--- src/rtl/weight_fetch_ctrl.sv ---
// Weight fetch controller: streams numWeight words from the weight memory,
// through a 2-entry skid FIFO, to the neuron datapath.
module weight_fetch_ctrl #(
    parameter int addressWidth = 10,
    parameter int dataWidth    = 16,
    parameter int numWeight    = 784
) (
    input  logic                  clk,
    input  logic                  rst,
    input  logic                  start,
    input  logic [addressWidth:0] base_addr,
    output logic                  mem_ren,
    output logic [addressWidth:0] mem_raddr,
    input  logic [dataWidth-1:0]  mem_rdata,
    output logic [dataWidth-1:0]  w_data,
    output logic                  w_valid,
    input  logic                  w_ready,
    output logic                  w_last,
    output logic                  busy,
    output logic                  done
);
    // state | meaning
    // IDLE  | waiting for start
    // FETCH | issuing memory reads
    // DRAIN | all reads issued, delivering the remaining words
    localparam logic [1:0] IDLE  = 2'd0;
    localparam logic [1:0] FETCH = 2'd1;
    localparam logic [1:0] DRAIN = 2'd2;

    localparam int            CW       = addressWidth + 2;
    localparam logic [CW-1:0] LAST_IDX = CW'(numWeight - 1);

    logic [1:0]            state;
    logic [addressWidth:0] base_q;
    logic [addressWidth:0] last_addr;
    logic [CW-1:0]         issue_cnt;
    logic [CW-1:0]         xfer_cnt;
    logic [dataWidth-1:0]  q0;
    logic [dataWidth-1:0]  q1;
    logic [1:0]            fill;
    logic                  pend;
    logic [1:0]            held;
    logic [dataWidth-1:0]  head;
    logic                  pop;
    logic                  last_issue;
    logic                  last_xfer;

    // pend marks a read whose data is on mem_rdata this cycle; it is presented
    // directly when the FIFO is empty so the first word appears without a bubble.
    assign held       = fill + {1'b0, pend};
    assign mem_ren    = (state == FETCH) && (held < 2'd2);
    assign mem_raddr  = mem_ren ? (base_q + issue_cnt[addressWidth:0]) : last_addr;
    assign head       = (fill == 2'd0) ? mem_rdata : q0;
    assign w_valid    = (fill != 2'd0) || pend;
    assign w_data     = w_valid ? head : '0;
    assign w_last     = w_valid && (xfer_cnt == LAST_IDX);
    assign pop        = w_valid && w_ready;
    assign last_issue = mem_ren && (issue_cnt == LAST_IDX);
    assign last_xfer  = pop && (xfer_cnt == LAST_IDX);
    assign busy       = (state != IDLE);

    always_ff @(posedge clk or posedge rst) begin
        if (rst) begin
            state     <= IDLE;
            base_q    <= '0;
            issue_cnt <= '0;
            xfer_cnt  <= '0;
            done      <= 1'b0;
        end else begin
            done <= (state == DRAIN) && last_xfer;
            if (mem_ren)
                issue_cnt <= issue_cnt + CW'(1);
            if (pop)
                xfer_cnt <= xfer_cnt + CW'(1);
            case (state)
                IDLE: begin
                    if (start) begin
                        state     <= FETCH;
                        base_q    <= base_addr;
                        issue_cnt <= '0;
                        xfer_cnt  <= '0;
                    end
                end
                FETCH: begin
                    if (last_issue)
                        state <= DRAIN;
                end
                DRAIN: begin
                    if (last_xfer)
                        state <= IDLE;
                end
                default: state <= IDLE;
            endcase
        end
    end

    always_ff @(posedge clk or posedge rst) begin
        if (rst)
            last_addr <= '0;
        else if (mem_ren)
            last_addr <= mem_raddr;
    end

    // Occupancy never exceeds 2: a read is only issued while held < 2.
    always_ff @(posedge clk or posedge rst) begin
        if (rst) begin
            fill <= 2'd0;
            pend <= 1'b0;
            q0   <= '0;
            q1   <= '0;
        end else begin
            pend <= mem_ren;
            case ({pop, pend})
                2'b01: begin
                    if (fill == 2'd0)
                        q0 <= mem_rdata;
                    else
                        q1 <= mem_rdata;
                    fill <= fill + 2'd1;
                end
                2'b10: begin
                    q0   <= q1;
                    fill <= fill - 2'd1;
                end
                2'b11: begin
                    // with fill == 0 the arriving word leaves straight through
                    if (fill == 2'd1) begin
                        q0 <= mem_rdata;
                    end else if (fill == 2'd2) begin
                        q0 <= q1;
                        q1 <= mem_rdata;
                    end
                end
                default: ;
            endcase
        end
    end
endmodule

--- config.mk ---
export PLATFORM = sky130hd
export DESIGN_NAME = weight_fetch_ctrl
export DESIGN_NICKNAME = d
export VERILOG_FILES = /design/src/rtl/weight_fetch_ctrl.sv
export SDC_FILE = /design/constraint.sdc
export NUM_CORES = 1
export LEC_CHECK = 0
export ABC_AREA = 1
export ABC_CLOCK_PERIOD_IN_PS = 4700
export CORE_MARGIN = 2
export CORE_UTILIZATION = 60
export DETAILED_ROUTE_END_ITERATION = 10
export MAX_ROUTING_LAYER = met4
export PLACE_DENSITY = 0.95
export RECOVER_POWER = 50
export SYNTH_ARGS = -nofsm -noshare
export SYNTH_HDL_FRONTEND = slang
export SYNTH_SLANG_ARGS = --single-unit
--- constraint.sdc ---
create_clock -name clk -period 4.7 [get_ports clk]
set_input_delay 0.94 -clock clk [delete_from_list [all_inputs] [get_ports clk]]
set_output_delay 0.94 -clock clk [all_outputs]
set_load 0.02 [all_outputs]
Yosys cells after proc, flatten, opt, wreduce, memory -nomap -nowiden
Index checks and enable logic that the tools add are counted.

word-level totals
  logic and storage cells = 72
  bits in registers = 84

cells by class
  $lt $le $gt $ge = 1
  eq/ne operators = 16
  add/subtract/negate cells = 6
  muxes and demuxes = 21
  reductions and logical operators = 18

operators with widths
  operator                                                            count
  16-bit 2-to-1 mux                                                   7
  12-bit 2-to-1 mux                                                   6
  16-bit case mux with 3 select lines                                 1
  16-bit case mux with 2 select lines                                 1
  12-bit by 1-bit adder with 12-bit output (second input constant)    2
  12-bit by 10-bit == test with 1-bit output (second input constant)  2
  2-bit inequality test (second input constant)                       6
  11-bit adder                                                        1
  11-bit 2-to-1 mux                                                   1
  2-bit == test (second input constant)                               4
  2-bit nonzero test                                                  4
  2-bit by 1-bit == test with 1-bit output (second input constant)    3
  1-bit logical AND                                                   6
  2-bit 2-to-1 mux                                                    3
  2-bit case mux with 3 select lines                                  1
  2-bit logical NOT                                                   2
  2-bit case mux with 2 select lines                                  1
  2-bit AND reduction                                                 2
  4-bit AND reduction                                                 1
  3-bit inequality test (second input constant)                       1
  3-bit AND reduction                                                 1
  3-bit nonzero test                                                  1
  2-bit by 1-bit adder with 2-bit output                              1
  2-bit by 1-bit adder with 2-bit output (second input constant)      1
  3 further kinds                                                     3

Logic depth before layout (Yosys ltp)
Gate-level depths: netlist of the first run.

  depth in word-level cells = 6
  depth in mapped cells = 11
  depth with buffers taken out = 11

Worst setup path before layout of the first run
OpenSTA, ideal clock, no wires.

  kind = flip-flop to output port
  start point = register issue_cnt[0]
  end point = output port mem_raddr[6]
  path slack = 1.850 ns
  arrival = 1.910 ns
  stages on the path, launching flop included = 11
  path buffers = 0
  path through = dfrtp_1 > ha_1 > inv_1 > fa_1 > inv_1 > nand3_1 > nand3_1 > nand2_1 > nand2_1 > nor2_1 > o21ai_0

between the ends
  word-level cells in the longest chain between the ends = 2

ends and longest elaborated chain
  item                    RTL line  RTL
  from (decl)             36        logic [CW-1:0] issue_cnt;
  from (signal assigned)  72        issue_cnt <= issue_cnt + CW'(1);
  11-bit adder            52        assign mem_raddr = mem_ren ? (base_q + issue_cnt[addressWidth:0]) : last_addr;
  11-bit 2-to-1 mux       52
  to (decl)               13        output logic [addressWidth:0] mem_raddr,

Every way passes these cells.

Worst setup path after layout of the first run
  start point = register fill[1]
  end point = output port w_data[11]

between the ends
  word-level cells in the longest chain between the ends = 3
  elaborated cells between the ends (all ways) = 5
  classes of those cells = mux: 2; reduce/logical: 3

ends and longest elaborated chain
  item                                                     RTL line  RTL
  from (decl)                                              40        logic [1:0] fill;
  from (signal assigned)                                   119       fill <= fill + 2'd1;
  from (signal assigned)                                   123       fill <= fill - 2'd1;
  2-bit logical NOT or 2-bit nonzero test (tied branches)  53, 54
  16-bit 2-to-1 mux or 1-bit logical OR (tied branches)    -
  16-bit 2-to-1 mux *                                      55        assign w_data = w_valid ? head : '0;
  to (decl)                                                15        output logic [dataWidth-1:0] w_data,

Mark *: on every way between the ends. The rest lies on a longest branch, timed or not.

==> flow_summary.json, run 1 <==
{
  "fin_crit_sh_pct": 80.22,
  "ir_drop_v": 0.0005078,
  "num_antenna_cells": 0,
  "cp-end-kind": "output port",
  "worstPathRequired_ns": 3.76,
  "drc_errors": 0,
  "cp_max_fo": 31,
  "initial_core_util_pct": 62.63,
  "power_density_nw_per_um2": 685.1,
  "syn_nets": 729,
  "r2r_slack_ns": 1.48,
  "area_growth_pct": 17.99,
  "routabilityCongestion": 0.9120,
  "synth_top_family_by_area": "simple AND/OR/NAND/NOR gates",
  "finClkSkew_ns": 0.01015,
  "yosys.area.top_type_share_pct": 42.99,
  "hold_path.class": "reg2reg",
  "p_leak_nw": 2.938,
  "cp.arrival_ns": 2.83,
  "yosysUniqueCellTypes": 32,
  "r2r_start": "state[1]$_DFFE_PP0P_",
  "r2r-end": "xfer_cnt[0]$_DFF_PP0_",
  "outcome": "complete, but fails checks",
  "clockBufferDepth": 2,
  "syn-cell-area_um2": 4890,
  "yosys.area_share.xor_xnor_pct": 1.075,
  "synthAdderAreaFrac_pct": 4.248,
  "synth-seq-cells": 84,
  "yosys-mux-area-fraction_pct": 0,
  "rsz0062_at_grt": "no",
  "clockRootBuffer": "clkbuf_8",
  "route.final.wire_length_um": 12220,
  "grt_start_max_net_pins": 57,
  "grt-ovfl-total": 0,
  "place_area_um2": 5572,
  "final_area_um2": 5769,
  "postRouteAntennaNets": 0,
  "synth_compound_area_share_pct": 14.07,
  "setup_viol": 0,
  "portBuffers": 62,
  "coreArea_um2": 7807,
  "post-route-min-period_ns": 3.770,
  "syn_avg_cell_area_um2": 7.170,
  "hold_end": "last_addr[9]$_DFFE_PP0N_",
  "cts_resized": 0,
  "cts_hold_buf": 0,
  "critPathKind": "reg2out",
  "rows": 32,
  "num_io_pins": 63,
  "drt_iter0_markers": 444,
  "die-area_um2": 8888,
  "die_w_um": 94.28,
  "synthTopCellsByArea": "dfrtp_1 (43%), nand2_1 (15%), o21ai_0 (8.5%), inv_1 (7.4%), nor2_1 (5.8%)",
  "die_y_um": 94.28,
  "hold_viol": 0,
  "grt_pass1_vias": 4661,
  "cts_setup_buffers": 0,
  "tns_ns": 0,
  "cap_violations": 1,
  "synthSimpleGateAreaFrac_pct": 27.87,
  "cts_buffers": 9,
  "total_power_mw": 3.953,
  "first_pass_iters": 6,
  "worstHoldStart": "last_addr[9]$_DFFE_PP0N_",
  "viasPerCell": 5.614,
  "cts_tree": "yes",
  "syn_inst": 682,
  "report.final.slew_viol_count": 57,
  "timing.fmax_mhz": 265.2,
  "nets": 785,
  "yosysTopAreaCell": "dfrtp_1",
  "cts_max_level": 3,
  "path_clk_slew_ns": 0.09,
  "yosysSeqAreaShare_pct": 42.99,
  "vias": 4744,
  "worstMarginPinSlew_ns": 2.536,
  "clkLatencyLatePin_ns": 0.36,
  "grt_pass1_wl_um": 20280,
  "cp-start-kind": "flop",
  "wire_per_inst_um": 14.46,
  "clock-sinks": 84,
  "violations": "capacitance limit, slew limit",
  "drive_gt1_share_pct": 4.038,
  "hold_depth": 2,
  "slew_headroom_pct": -69.99,
  "reg2reg_depth": 6,
  "grt_antenna_before_repair": 0,
  "ys_warn_count": 0,
  "grt_usage_pct": 29.81,
  "dp_hpwl_um": 8384
}
## through the flow
| step | util [%] | hold slack [ns] | setup WS, ns | cells |
|---|---|---|---|---|
| finish | 73.89 | 0.4808 | 0.9298 | 845 |
| global route | 73.89 | 0.5117 | 0.6372 | 845 |
| global placement | 71.36 | 0.4581 | 1.377 | 829 |
| CTS | 74.12 | 0.4822 | 0.9618 | 845 |
| floorplan | - | 0.4428 | 1.595 | 682 |
| detailed placement | 71.36 | 0.4611 | 1.322 | 829 |
## layout by cell type (no fill, tap or decap), drive strengths merged
cell type / Yosys / final
clkinvlp: 0 / 2
buf: 13 / 4
dlygate4sd3: 0 / 3
ha: 15 / 15
a2bb2oi: 2 / 2
clkinv: 1 / 5
dfrtp: 84 / 84
a21oi: 27 / 27
nor3: 8 / 8
clkbuf: 9 / 10
nor4: 2 / 2
bufinv: 0 / 2
clkdlybuf4s50: 0 / 59
nand4: 10 / 10
o21ai: 83 / 83
a211oi: 1 / 1
nand2: 202 / 202
inv: 98 / 97
fa: 1 / 1
nand3b: 3 / 3
o21a: 1 / 1
xnor2: 1 / 1
nor2: 78 / 78
xor2: 5 / 5
o211ai: 11 / 11
nand3: 24 / 24
o22ai: 3 / 3
## registers in the layout, indices dropped and copies added (netlist names)
signal and flops:
issue_cnt 12, q1 16, last_addr 11, fill 2, done 1, q0 16, base_q 11, xfer_cnt 12
pend 1, state 2
## how the worst max path moves through the flow
stage | start | to | slack (ns) | cells after the start
after global routing | start | xfer_cnt[0]$_DFF_PP0_ | 0.64 | 6
after detailed placement | mem_rdata[3] | w_data[3] | 1.32 | 6
after floorplan | rst | base_q[0]$_DFFE_PP0P_ | 1.59 | 1
after CTS | fill[1]$_DFFE_PP0P_ | w_data[11] | 0.96 | 8
after global placement | mem_rdata[13] | w_data[13] | 1.38 | 6
final | fill[1]$_DFFE_PP0P_ | w_data[11] | 0.93 | 8
## layout make-up
class	instances	area, um^2
Sequential cell	84	2102
Clock inverter	7	91.34
Timing Repair Buffer	67	655.6
Fill cell	564	2038
Tap cell	102	127.6
Inverter	99	372.9
Clock buffer	9	123.9
Multi-Input combinational cell	477	2296
## layer usage
layer | track usage [%] | share of wire [%] | vias up
met5 | - | 0 | -
met1 | 34.88 | 40 | 2209
li1 | - | - | 2274
met3 | 5.217 | 6.9 | 35
met2 | 50.12 | 50 | 226
met4 | 14.01 | 2.7 | 0
## report_power, final
group | internal (mW) | switching (mW) | total, mW
clock | 0.297 | 0.268 | 0.566
combinational | 0.841 | 1.34 | 2.19
sequential | 1.01 | 0.193 | 1.20
total | 2.15 | 1.81 | 3.95
## cell usage after synthesis, drive strengths merged
cell and number:
nor4 2, fa 1, a2bb2oi 2, buf 13
nand3 24, xnor2 1, clkbuf 9, nand4 10
nor2 78, o21a 1, a211oi 1, a21oi 27
xor2 5, clkinv 1, o22ai 3, nor3 8
o21ai 83, nand2 202, o211ai 11, dfrtp 84
inv 98, nand3b 3, ha 15
## logic make-up (layout without fill, tap and decap cells)
| kind of cell | count (synthesis) | count (layout) |
|---|---|---|
| AOI/OAI and AO/OA | 128 | 128 |
| xor gates and xnor gates | 6 | 6 |
| adders and majority gates | 16 | 16 |
| buffers and inverters | 121 | 182 |
| DFF | 84 | 84 |
| and+or+nand+nor | 327 | 327 |
## critical path: stages (launching register included)
cell	delay, ns
dfrtp_1	0.43
inv_1	0.13
ha_1	0.16
buf_4	0.29
inv_1	0.16
nor2_1	0.37
buf_4	0.28
nor2_1	0.07
clkdlybuf4s50_1	0.57
No activity file was read; power rests on OpenSTA's default activity.
==> inputs of run 2 (changes only) <==
ABC_CLOCK_PERIOD_IN_PS = 3900   (was 4700)
CORE_UTILIZATION = 56   (was 60)
PLACE_DENSITY = 0.9   (was 0.95)
clock period = 3.9 ns   (was 4.7 ns; I/O delays follow)
==> run 2 against run 1 <==
Critical path type unchanged; die area is 6.8% higher; non-clock buffer count is 2 higher; sequential cell count stayed put; highest routed layer unchanged; sequential power is 20% higher; the run still ends with capacitance limit, slew limit left; via count is 1.4% lower; largest cell class unchanged; first-iteration DRC count is 17% lower.
==> flow_summary.json, run 2 (synthesized netlist as in run 1, its figures left out) <==
{
  "fin_crit_sh_pct": 91.65,
  "grt_pass1_wl_um": 20710,
  "area_growth_pct": 18.30,
  "grt_usage_pct": 27.18,
  "critPathKind": "reg2out",
  "clockRootBuffer": "clkbuf_8",
  "path_clk_slew_ns": 0.08,
  "grt_pass1_vias": 4622,
  "internal_power_mw": 2.591,
  "cts_hold_buf": 0,
  "holdWs_ns": 0.4805,
  "report.final.slew_viol_count": 51,
  "sequentialPowerShare_pct": 30.2,
  "fin_ws_ns": 0.3255,
  "cts_resized": 0,
  "final_cell_mix": "nand2_1 (200), inv_1 (96), dfrtp_1 (84), o21ai_0 (83), nor2_1 (76)",
  "cp_top_family": "buffers and inverters",
  "postRouteAntennaNets": 0,
  "num_io_pins": 63,
  "outcome": "complete, but fails checks",
  "route.final.wire_length_um": 11830,
  "ir_drop_v": 0.0004217,
  "die_w_um": 97.44,
  "nets": 787,
  "fin_util_pct": 67.31,
  "drc_errors": 0,
  "worstPathRequired_ns": 3.12,
  "reg.largest.list": "q0 x16, q1 x16",
  "dp_hpwl_um": 8293,
  "cp_max_fo": 5,
  "critical_path.cell_chain": "ha_1 > inv_1 > fa_1 > inv_1 > nand3_1 > nand3_1 > nand2_1 > nand2_1 > nor2_1 > o21ai_0 > clkdlybuf4s50_1",
  "dpl_worst_slack_ns": 0.7151,
  "rsz0062_at_grt": "no",
  "num_antenna_cells": 0,
  "die_y_um": 97.44,
  "grt_antenna_before_repair": 0,
  "layout_commonest_cell": "nand2_1",
  "cts_buffers": 9,
  "cts_max_level": 3,
  "slew_headroom_pct": -45.78,
  "portBuffers": 62,
  "power_density_nw_per_um2": 821.6,
  "power_frac_clock_pct": 14.1,
  "hold_viol": 0,
  "fillers": 723,
  "first_pass_iters": 5,
  "clock-sinks": 84,
  "cp-end-kind": "output port",
  "cts_setup_buffers": 0,
  "setup_viol": 0,
  "hold_path.class": "reg2reg",
  "worstMarginPinSlew_ns": 2.175,
  "p_switching_mw": 2.162,
  "cp.arrival_ns": 2.79,
  "fin_cells": 852,
  "violations": "capacitance limit, slew limit",
  "timing.fmax_mhz": 279.8,
  "wire_per_inst_um": 13.88,
  "clockBufferDepth": 2,
  "place_inst": 837,
  "die-area_um2": 9495,
  "drt_iter0_markers": 369,
  "cp-start-kind": "flop",
  "initial_core_util_pct": 56.90,
  "p_leak_nw": 2.936,
  "drive_gt1_share_pct": 3.898,
  "slowest_stage": "clkdlybuf4s50_1",
  "combinationalPowerShare_pct": 55.7,
  "grt_start_max_net_pins": 51,
  "post-route-min-period_ns": 3.574,
  "coreArea_um2": 8593,
  "critPathMaxStageDelay_ns": 0.62,
  "cap_violations": 1,
  "rows": 34,
  "finClkSkew_ns": 0.008368,
  "cts_tree": "yes",
  "routabilityCongestion": 0.9589,
  "vias": 4678,
  "clkLatencyLatePin_ns": 0.36,
  "critPathBufInv": 3,
  "swShare_pct": 45.49,
  "tns_ns": 0,
  "grt-ovfl-total": 0,
  "viasPerCell": 5.491
}
[run 2: cell types whose count changed in the layout (fill, tap and decap cells not counted)]
cell	previous run	this run
clkbuf_1	0	3
buf_4	4	5
clkbuf_2	1	0
clkdlybuf4s50_1	59	60
clkinv_2	3	2
clkinv_4	1	0
dlygate4sd3_1	3	2
nand2_1	201	200
nand2_4	1	2
[run 2: through the flow]
step | power (mW) | instance area (um^2)
3_5_place_dp | 4.061 | 5594
2_1_floorplan | 3.135 | 4890
3_3_place_gp | 3.933 | 5594
4_1_cts | 4.756 | 5799
6_report | 4.753 | 5784
5_1_grt | 5.121 | 5784
[run 2: routing by layer]
metal / wire length [um] / part of all wire [%] / global-route usage (%)
met3: 841 / 7.1 / 4.245
met4: 220 / 1.9 / 10.26
met5: 0 / 0 / -
met2: 5931 / 50 / 44.72
met1: 4834 / 41 / 34.14
[run 2: layout make-up]
class / instances / area, um^2 / share of cell area, %
flip-flops and latches: 84 / 2102 / 36.34
well taps: 108 / 135.1 / 2.336
repair buffers: 69 / 665.6 / 11.51
clock inverters: 5 / 77.57 / 1.341
inverters: 99 / 372.9 / 6.446
clock buffers: 10 / 127.6 / 2.206
multi-input cells: 477 / 2303 / 39.82
[run 2: power by group through the flow]
stage                     registers, mW  clock network, mW  logic (mW)
after floorplan                    1.38                  0        1.75
after global placement             1.42                  0        2.51
after detailed placement           1.44                  0        2.62
after CTS                          1.43              0.676        2.65
after global routing               1.47              0.707        2.94
final                              1.44              0.670        2.65
[run 2: worst paths after layout]
kind | end | slack (ns) | cells after the start | from
worst min register to register | last_addr[0]$_DFFE_PP0N_ | 0.48 | 2 | last_addr[0]$_DFFE_PP0N_
max in group asynchronous | q0[11]$_DFFE_PP0P_ | 0.77 | 3 | rst
min in group asynchronous | q1[5]$_DFFE_PP0P_ | 1.45 | 2 | rst
worst max register to register | q0[12]$_DFFE_PP0P_ | 1.31 | 9 | fill[0]$_DFFE_PP0P_
worst min-delay path | last_addr[0]$_DFFE_PP0N_ | 0.48 | 2 | last_addr[0]$_DFFE_PP0N_
worst max-delay path | mem_raddr[6] | 0.33 | 11 | issue_cnt[0]$_DFF_PP0_
[run 2: tightest hold or removal path: stages (launching register included)]
cell	delay (ns)
dfrtp_1	0.33
nand2_1	0.06
nand2_1	0.06
